### config.mk
export PLATFORM = sky130hd
export DESIGN_NAME = stage_ex_mulpipe
export DESIGN_NICKNAME = d
export VERILOG_FILES = /design/src/rtl/stage_ex_mulpipe.sv
export SDC_FILE = /design/constraint.sdc
export NUM_CORES = 2
export LEC_CHECK = 0
export BUFFER_PORTS_ARGS = -buffer_cell sky130_fd_sc_hd__buf_4
export CAP_MARGIN = 20
export CORE_MARGIN = 10
export CORE_UTILIZATION = 50
export DETAILED_ROUTE_END_ITERATION = 12
export GPL_TIMING_DRIVEN = 0
export PLACE_DENSITY = 0.69
export SYNTH_ARGS = -nofsm -noshare
export SYNTH_HDL_FRONTEND = slang
export SYNTH_SLANG_ARGS = --single-unit
### constraint.sdc
create_clock -name clk -period 14.4 [get_ports clk]
set_clock_uncertainty 0.15 [all_clocks]
set_input_delay 0.72 -clock clk [delete_from_list [all_inputs] [get_ports clk]]
set_output_delay 0.72 -clock clk [all_outputs]
set_load 0.03 [all_outputs]
### src/rtl/stage_ex_mulpipe.sv
`default_nettype none
// ============================================================================
//  Module      : stage_ex_mulpipe
//  Description : Execute stage of the in-order multithreaded core. A
//                single-cycle ALU and a MUL_STAGES-deep multiplier share one
//                registered output slot. Program order is kept: multiplies
//                stream back to back, and a non-multiply waits until the
//                multiplier has drained.
//  Option      : `define MULH_EN adds the high product half (signed or
//                unsigned, selected per op by in_mul_hi / in_mul_signed).
//  Ports       : clk, rst (async, active high), flush (sync kill)
//                in_valid/in_ready  - op handshake from ID/EX
//                in_thread, in_dst, in_pc, in_r1, in_r2, in_imm, in_sel_a,
//                in_sel_b, in_alu_func, in_is_mul, in_mul_hi, in_mul_signed,
//                in_flag_reg        - op fields
//                out_valid/out_ready - result handshake to TL/MEM
//                out_thread, out_dst, out_pc, out_data, out_is_equal,
//                out_is_mul, out_flag_reg - result fields
//                busy               - any multiplier stage occupied
//  Revision    : 1.0 - initial release
// ============================================================================
module stage_ex_mulpipe #(
    parameter int XLEN       = 32,
    parameter int MUL_STAGES = 4,
    parameter int TAG_W      = 5,
    parameter int THREAD_W   = 2
) (
    input  logic                clk,
    input  logic                rst,
    input  logic                flush,
    input  logic                in_valid,
    output logic                in_ready,
    input  logic [THREAD_W-1:0] in_thread,
    input  logic [TAG_W-1:0]    in_dst,
    input  logic [XLEN-1:0]     in_pc,
    input  logic [XLEN-1:0]     in_r1,
    input  logic [XLEN-1:0]     in_r2,
    input  logic [XLEN-1:0]     in_imm,
    input  logic                in_sel_a,
    input  logic                in_sel_b,
    input  logic [3:0]          in_alu_func,
    input  logic                in_is_mul,
    input  logic                in_mul_hi,
    input  logic                in_mul_signed,
    input  logic                in_flag_reg,
    output logic                out_valid,
    input  logic                out_ready,
    output logic [THREAD_W-1:0] out_thread,
    output logic [TAG_W-1:0]    out_dst,
    output logic [XLEN-1:0]     out_pc,
    output logic [XLEN-1:0]     out_data,
    output logic                out_is_equal,
    output logic                out_is_mul,
    output logic                out_flag_reg,
    output logic                busy
);

    localparam int c_SH_W       = $clog2(XLEN);
    // The output slot is the last multiplier stage, so only MUL_STAGES-1
    // internal stages are needed to reach the specified latency.
    localparam int c_NPIPE      = MUL_STAGES - 1;
    localparam bit c_DIRECT_MUL = (MUL_STAGES == 1);
`ifdef MULH_EN
    localparam int c_PW = 2 * XLEN;
`else
    localparam int c_PW = XLEN;
`endif

    typedef struct packed {
        logic [THREAD_W-1:0] thread;
        logic [TAG_W-1:0]    dst;
        logic [XLEN-1:0]     pc;
        logic [c_PW-1:0]     prod;
        logic                is_equal;
        logic                flag_reg;
`ifdef MULH_EN
        logic                hi;
`endif
    } mul_op_t;

    typedef struct packed {
        logic                valid;
        logic [THREAD_W-1:0] thread;
        logic [TAG_W-1:0]    dst;
        logic [XLEN-1:0]     pc;
        logic [XLEN-1:0]     data;
        logic                is_equal;
        logic                is_mul;
        logic                flag_reg;
    } slot_t;

    slot_t           slot_q, slot_d;
    logic            w_advance, w_accept, w_is_equal, w_busy, w_last_v;
    mul_op_t         w_last;
    logic [XLEN-1:0] w_last_res, w_in_mul_res, w_alu_res;
    logic [XLEN-1:0] w_op_a, w_op_b;
    logic [c_SH_W-1:0] w_shamt;
    logic [c_PW-1:0] w_prod;

    // ---------------- handshake ----------------
    assign w_advance  = !slot_q.valid | out_ready;
    assign in_ready   = w_advance & !flush & (in_is_mul | !w_busy);
    assign w_accept   = in_valid & in_ready;
    assign w_is_equal = (in_r1 == in_r2);
    assign busy       = w_busy;

    // ---------------- multiplier front end ----------------
`ifdef MULH_EN
    logic w_ext_a, w_ext_b;
    assign w_ext_a = in_mul_signed & in_r1[XLEN-1];
    assign w_ext_b = in_mul_signed & in_r2[XLEN-1];
    // Sign- or zero-extending to 2*XLEN lets one multiply serve both the
    // signed and the unsigned high half; the low half is identical for both.
    assign w_prod       = {{XLEN{w_ext_a}}, in_r1} * {{XLEN{w_ext_b}}, in_r2};
    assign w_in_mul_res = in_mul_hi ? w_prod[c_PW-1:XLEN] : w_prod[XLEN-1:0];
`else
    logic w_unused_mulh;
    assign w_unused_mulh = in_mul_hi ^ in_mul_signed;
    assign w_prod        = in_r1 * in_r2;
    assign w_in_mul_res  = w_prod;
`endif

    // ---------------- multiplier stages ----------------
    if (c_NPIPE > 0) begin : g_pipe
        mul_op_t            stg_q [c_NPIPE];
        logic [c_NPIPE-1:0] stg_v_q;
        mul_op_t            w_mul_in;

        always_comb begin
            w_mul_in          = '0;
            w_mul_in.thread   = in_thread;
            w_mul_in.dst      = in_dst;
            w_mul_in.pc       = in_pc;
            w_mul_in.prod     = w_prod;
            w_mul_in.is_equal = w_is_equal;
            w_mul_in.flag_reg = in_flag_reg;
`ifdef MULH_EN
            w_mul_in.hi       = in_mul_hi;
`endif
        end

        always_ff @(posedge clk or posedge rst) begin
            if (rst) begin
                stg_v_q <= '0;
                for (int k = 0; k < c_NPIPE; k++) stg_q[k] <= '0;
            end else begin
                if (flush) begin
                    stg_v_q <= '0;
                end else if (w_advance) begin
                    stg_v_q[0] <= w_accept & in_is_mul;
                    for (int k = 1; k < c_NPIPE; k++) stg_v_q[k] <= stg_v_q[k-1];
                end
                // Data may go stale on flush; only the valid bits matter.
                if (w_advance) begin
                    stg_q[0] <= w_mul_in;
                    for (int k = 1; k < c_NPIPE; k++) stg_q[k] <= stg_q[k-1];
                end
            end
        end

        assign w_last   = stg_q[c_NPIPE-1];
        assign w_last_v = stg_v_q[c_NPIPE-1];
        assign w_busy   = |stg_v_q;
`ifdef MULH_EN
        assign w_last_res = w_last.hi ? w_last.prod[c_PW-1:XLEN] : w_last.prod[XLEN-1:0];
`else
        assign w_last_res = w_last.prod;
`endif
    end else begin : g_direct
        assign w_last     = '0;
        assign w_last_v   = 1'b0;
        assign w_busy     = 1'b0;
        assign w_last_res = '0;
    end

    // ---------------- ALU ----------------
    assign w_op_a  = in_sel_a ? in_pc  : in_r1;
    assign w_op_b  = in_sel_b ? in_imm : in_r2;
    assign w_shamt = w_op_b[c_SH_W-1:0];

    always_comb begin
        w_alu_res = '0;
        case (in_alu_func)
            4'd0:    w_alu_res = w_op_a + w_op_b;
            4'd1:    w_alu_res = w_op_a - w_op_b;
            4'd2:    w_alu_res = w_op_a & w_op_b;
            4'd3:    w_alu_res = w_op_a | w_op_b;
            4'd4:    w_alu_res = w_op_a ^ w_op_b;
            4'd5:    w_alu_res = w_op_a << w_shamt;
            4'd6:    w_alu_res = w_op_a >> w_shamt;
            4'd7:    w_alu_res = $unsigned($signed(w_op_a) >>> w_shamt);
            4'd8:    w_alu_res = {{(XLEN-1){1'b0}}, ($signed(w_op_a) < $signed(w_op_b))};
            4'd9:    w_alu_res = {{(XLEN-1){1'b0}}, (w_op_a < w_op_b)};
            4'd10:   w_alu_res = w_op_b;
            default: w_alu_res = '0;
        endcase
    end

    // ---------------- output slot ----------------
    always_comb begin
        slot_d = slot_q;
        if (flush) begin
            slot_d.valid = 1'b0;
        end else if (w_advance) begin
            if (w_last_v) begin
                slot_d.valid    = 1'b1;
                slot_d.thread   = w_last.thread;
                slot_d.dst      = w_last.dst;
                slot_d.pc       = w_last.pc;
                slot_d.data     = w_last_res;
                slot_d.is_equal = w_last.is_equal;
                slot_d.is_mul   = 1'b1;
                slot_d.flag_reg = w_last.flag_reg;
            end else if (w_accept && (!in_is_mul || c_DIRECT_MUL)) begin
                // A single-stage multiply skips the pipe and lands here
                // exactly like an ALU op.
                slot_d.valid    = 1'b1;
                slot_d.thread   = in_thread;
                slot_d.dst      = in_dst;
                slot_d.pc       = in_pc;
                slot_d.data     = in_is_mul ? w_in_mul_res : w_alu_res;
                slot_d.is_equal = w_is_equal;
                slot_d.is_mul   = in_is_mul;
                slot_d.flag_reg = in_flag_reg;
            end else begin
                slot_d.valid = 1'b0;
            end
        end
    end

    always_ff @(posedge clk or posedge rst) begin
        if (rst) slot_q <= '0;
        else     slot_q <= slot_d;
    end

    assign out_valid    = slot_q.valid;
    assign out_thread   = slot_q.thread;
    assign out_dst      = slot_q.dst;
    assign out_pc       = slot_q.pc;
    assign out_data     = slot_q.data;
    assign out_is_equal = slot_q.is_equal;
    assign out_is_mul   = slot_q.is_mul;
    assign out_flag_reg = slot_q.flag_reg;

endmodule
`default_nettype wire

Word level (Yosys, flattened, before mapping)
Cells that the tools add are included.
{"block": "op_classes", "addsub": 2, "n_mul": 1, "bitwise": 10, "shift": 3, "muxes": 11, "eq_ne": 11, "magnitude_cmp": 2, "n_reduce_logical": 10}
{"cell": "32-bit one-hot mux with 11 select lines", "n": 1}
{"cell": "75-bit two-way mux", "n": 2}
{"cell": "32-bit two-way mux", "n": 3}
{"cell": "74-bit two-way mux", "n": 1}
{"cell": "32-bit less-than comparator", "n": 2}
{"cell": "32-bit adder", "n": 1}
{"cell": "32-bit bitwise AND", "n": 1}
{"cell": "32-bit == test", "n": 1}
{"cell": "32-bit by 32-bit multiplier with 32-bit output", "n": 1}
{"cell": "32-bit OR", "n": 1}
{"cell": "32-bit by 5-bit left shift with 32-bit output", "n": 1}
{"cell": "32-bit by 5-bit >> shifter with 32-bit output", "n": 1}
{"cell": "32-bit by 5-bit >>> shifter with 32-bit output", "n": 1}
{"cell": "32-bit subtractor", "n": 1}
{"cell": "32-bit XOR", "n": 1}
{"cell": "4-bit by 3-bit == test with 1-bit output, second input constant", "n": 4}
{"cell": "4-bit == test, second input constant", "n": 3}
{"cell": "4-bit by 2-bit == test with 1-bit output, second input constant", "n": 2}
{"cell": "3-bit two-way mux", "n": 2}
{"cell": "1-bit bitwise AND", "n": 4}
{"cell": "4-bit by 1-bit == test with 1-bit output, second input constant", "n": 1}
{"cell": "1-bit zero test", "n": 4}
{"cell": "4-bit zero test", "n": 1}
{"cell": "2-bit nonzero test", "n": 2}
{"cell": "other kinds (6)", "n": 8}
{"block": "word_totals", "output_inout_bits": 77, "input_bits": 150, "reg_bits": 297, "word_cells": 77}

Depth between registers and ports, before layout
{"block": "logic_depth", "ltp_word": 10, "ltp_mapped": 29, "mapped_depth_nobuf": 27}

Worst setup path before layout
No wires, ideal clock.
{"block": "synth_timing", "path_type": "input -> register", "startpoint": "in in_r1[16]", "endpoint": "reg g_pipe.stg_q[177] (netlist bit)", "path_stages": 27, "n_path_buf": 2, "arrival_ns": 7.560, "setup_ns": 0.069, "t_required_ns": 14.181, "slack_ns": 6.621, "path_cell_list": "clkbuf_1 -> clkbuf_1 -> and2_1 -> fa_1 -> inv_1 -> fa_1 -> fa_1 -> fa_1 -> inv_1 -> fa_1 -> inv_1 -> fa_1 -> inv_1 -> fa_1 -> fa_1 -> ha_1 -> a21oi_1 -> nor2b_1 -> o21ai_0 -> a31oi_1 -> o21ai_0 -> nand2b_1 -> a31oi_1 -> inv_1 -> a31o_2 -> or4b_2 -> nand3_1"}
{"block": "synth_between", "elab_chain_cells": 1}
{"item": "start, declared", "line": "36", "rtl": "input logic [XLEN-1:0] in_r1,"}
{"item": "32-bit by 32-bit multiplier with 32-bit output", "line": "119", "rtl": "assign w_prod = in_r1 * in_r2;"}
{"item": "end, declared", "line": "125", "rtl": "mul_op_t stg_q [c_NPIPE];"}
Every way passes these cells.
A chain may end at the register's enable or synchronous reset.

Worst setup path in the final report
{"block": "layout_timing", "startpoint": "in in_r2[4]", "endpoint": "reg g_pipe.stg_q[177] (netlist bit)"}
{"block": "layout_between", "elab_chain_cells": 1}
{"item": "start, declared", "line": "37", "rtl": "input logic [XLEN-1:0] in_r2,"}
{"item": "32-bit by 32-bit multiplier with 32-bit output", "line": "119"}
Every way passes these cells.

==> metrics.csv <==
stage,metric,value,unit
outcome,status,completed,
logic_synthesis,mean area per synthesized cell,8.26,um^2
detailed_routing,drt wl/cell,30.5,um
min_path,worst hold path type,primary input to async pin,
worst_setup_path,CP Launch Type,primary input,
logic_synthesis,Post-Synth Adder-Cell Area,30.2,%
clocking,post-CTS setup buffers,0,
logic_synthesis,"FFs w/ async S/R, synth",100,%
grt,largest net degree at the start of global routing,125,
floorplan,I/O pin count,227,
worst_setup_path,Worst setup EP type,flop,
logic_synthesis,post-synth top area share,22.2,%
floorplan,initial core utilization,50.5,%
worst_setup_path,Worst Path Required,14.72,ns
timing,Slew @ Worst Pin,1.31,ns
timing,Final Slew Violations,0,
detailed_routing,drt pass-1 iters,7,
job,MaxCap Viol Count,0,
clocking,CTS Buffer Depth,3,
grt,global-route wire length before repair,248,mm
layout,final net count,5518,
logic_synthesis,synth top area cells,"fa_1, dfrtp_1, nand2_1",
clocking,TritonCTS clock tree,built,
worst_setup_path,CP Max Fanout,10,
timing,final worst-path cycle share,63.1,%
place,hpwl dp,141,mm
detailed_routing,Top Metal Used,met5,
worst_setup_path,crit path DAT,9.41,ns
logic_synthesis,largest family of logic cells by synthesized area,adder cells,
grt,antenna violations before repair,7,
worst_setup_path,Critical R2R Launch,g_pipe.stg_v_q[2],
logic_synthesis,post-synthesis mux area share,6.39,%
detailed_routing,Post-Route WL,174,mm
place,PortBufs,210,
layout,number of flip-flops in the largest register,187,
timing,Tmin final,9.09,ns
place,Placement Setup Slack,5.11,ns
logic_synthesis,simple-gate share of the synthesized area,20.2,%
logic_synthesis,post-synthesis xor/xnor area fraction,2.75,%
detailed_routing,drt drc,0,
layout,Fillers,6978,
logic_synthesis,post-synthesis cell area,36900,um^2
clocking,CTS Root Cell,clkbuf_16,
grt,gr usage total,40.0,%
logic_synthesis,register area share after synthesis,20.1,%
logic_synthesis,Ys Warns,0,
clocking,TritonCTS buffer count,24,
floorplan,core area,73100,um^2
power_and_ir_drop,PnR Total Power,0.0131,W
detailed_routing,vias per cell,6.23,
detailed_routing,M1 WL,65.4,mm
logic_synthesis,"EDFF count, synth",0,
floorplan,Die Y,292,um
logic_synthesis,prevailing post-synth register cell,dfrtp_1,
logic_synthesis,"Distinct cells, synth",80,
timing,"Hold Violations, Final",0,
detailed_routing,met3 routed wirelength,19.5,mm
timing,fmax,110,MHz
power_and_ir_drop,total leakage power,19.9,nW
clocking,Post-CTS Resized,0,
timing,max_slew headroom,12.8,%
floorplan,Cell Rows,99,
clocking,hold buffers post-CTS,0,
grt,vias in the first global route,35224,
layout,largest reg by FF count,g_pipe.stg_q,
logic_synthesis,Mapped Nets,5266,
clocking,"Reg clk slew, reported paths",0.07,ns
detailed_routing,met2 WL,73.0,mm
floorplan,Die Span X,292,um
worst_setup_path,Crit. Startpoint,in_r2[4],
timing,final setup TNS,0,ns
timing,final worst-path setup slack,5.31,ns
layout,final core utilization,55.6,%
place,GPL Wtd Cong,1.06,
detailed_routing,via count,35510,
clocking,H-tree Lvls,1,
logic_synthesis,Synth Register Bits,297,
logic_synthesis,Synth Area in Compound Gates,12.2,%
worst_setup_path,kind of critical path,primary input to flop,
power_and_ir_drop,Peak supply drop,683,uV
layout,layout cells sized above 1,7.09,%
grt,remaining global-route overflow,0,
logic_synthesis,"area leader, netlist",fa_1,
timing,Final setup viols,0,
detailed_routing,initial drt markers,4201,
layout,area grow syn2layout,10.1,%
clocking,worst skew pair latency,0.55,ns
timing,RSZ-0062 raised after global routing,false,
detailed_routing,Routed Antenna Nets,0,
power_and_ir_drop,Cell Pwr Density,322,nW/um^2
logic_synthesis,Mapped Cells,4470,
clocking,number of clock sinks,297,
floorplan,die footprint,85100,um^2
## kinds of logic after synthesis
| family | count (synthesis) |
|---|---|
| AND/OR/NAND/NOR | 1699 |
| buffers and inverters | 784 |
| adder cells (fa/ha/maj) | 646 |
| XOR/XNOR | 116 |
| flip-flops | 297 |
| AO/OA/AOI/OAI | 699 |
| multiplexers | 229 |
## final timing paths
check | endpoint | cells after the start | slack (ns)
worst max register to register | out_pc[7] | 8 | 10.66
min in group clk | g_pipe.stg_q[217] | 3 | 0.23
max in group asynchronous | g_pipe.stg_q[198] | 3 | 12.80
worst min-delay path | out_data[3] | 2 | 0.15
worst min register to register | g_pipe.stg_q[91] | 2 | 0.31
worst max-delay path | g_pipe.stg_q[177] | 26 | 5.31
## final cells by class
class | count | area [um^2] | area share [%]
timing repair buffer | 226 | 1740 | 4.29
clock buffer | 36 | 717 | 1.76
antenna | 8 | 20.0 | 0.0492
multi-input combinational | 3389 | 26500 | 65.2
inverter | 499 | 1880 | 4.62
tap | 959 | 1200 | 2.95
buffer | 285 | 1130 | 2.77
clock inverter | 4 | 30.0 | 0.0738
sequential | 297 | 7430 | 18.3
## cells in the mapped netlist (9+ instances only)
| library cell | n |
|---|---|
| nor4_1 | 18 |
| xor2_1 | 41 |
| or3_1 | 13 |
| nor2b_1 | 12 |
| nand2_1 | 1048 |
| and2_1 | 260 |
| a22oi_1 | 16 |
| mux2i_1 | 204 |
| buf_1 | 20 |
| o21a_1 | 16 |
| nand2b_1 | 20 |
| a31oi_1 | 24 |
| fa_1 | 410 |
| nor3_1 | 43 |
| o211ai_1 | 33 |
| clkbuf_1 | 234 |
| and3_1 | 16 |
| a211oi_1 | 38 |
| a21o_1 | 29 |
| buf_2 | 27 |
| inv_1 | 497 |
| o22ai_1 | 26 |
| nor2_1 | 192 |
| a21oi_1 | 188 |
| o21bai_1 | 20 |
| nand4_1 | 17 |
| ha_1 | 236 |
| a221oi_1 | 28 |
| o21ai_0 | 180 |
| o221ai_1 | 15 |
| xnor2_1 | 75 |
| nand3_1 | 34 |
| mux2_2 | 21 |
| o31ai_1 | 11 |
| o2111ai_1 | 9 |
| dfrtp_1 | 297 |
## where the power goes
group / switching, W / internal [W]
clock network: 0.000313 / 0.000345
logic: 0.00654 / 0.00455
registers: 0.000147 / 0.00119
## cells in the final DEF (no fill, tap or decap), types with 25 or more instances in the layout
cell type  count
o211ai_1      33
xor2_1        41
buf_4        224
ha_1         236
o22ai_1       26
o21ai_0      180
and2_1       260
fa_1         410
xnor2_1       75
nand3_1       34
nor3_1        41
buf_2         27
mux2i_1      204
nor2_1       192
a21oi_1      188
inv_1        496
a21o_1        29
clkbuf_16     25
clkbuf_1     240
a211oi_1      38
a221oi_1      28
nand2_1     1048
dfrtp_1      297
## stage by stage
step	instance area, um^2	hold WS (ns)	std cells
floorplan	36900	0.280	4470
global placement	39700	0.294	5639
detailed placement	39900	0.300	5651
CTS	40600	0.188	5691
global route	40600	0.205	5695
finish	40700	0.152	5703
## worst max-delay path, stage by stage
cell and delay (ns):
buf_4 0.11, clkbuf_1 0.67, clkbuf_1 0.72, nand2_1 0.15, fa_1 0.56, fa_1 0.45
fa_1 0.53, fa_1 0.55, inv_1 0.05, fa_1 0.50, inv_1 0.06, fa_1 0.56
fa_1 0.43, fa_1 0.73, inv_1 0.08, ha_1 0.33, o21a_1 0.19, o21ai_0 0.24
a31oi_1 0.08, o21ai_0 0.23, nand2b_1 0.09, a31oi_1 0.28, inv_1 0.10, a31o_2 0.26
or4b_2 0.60, nand3_1 0.10
## metal layers
metal	vias up	track usage, %
li1	14959	-
met1	17586	50.1
met2	2339	59.2
met3	624	11.0
met4	2	28.8
met5	-	0
Power figures use the tool's default switching activity.
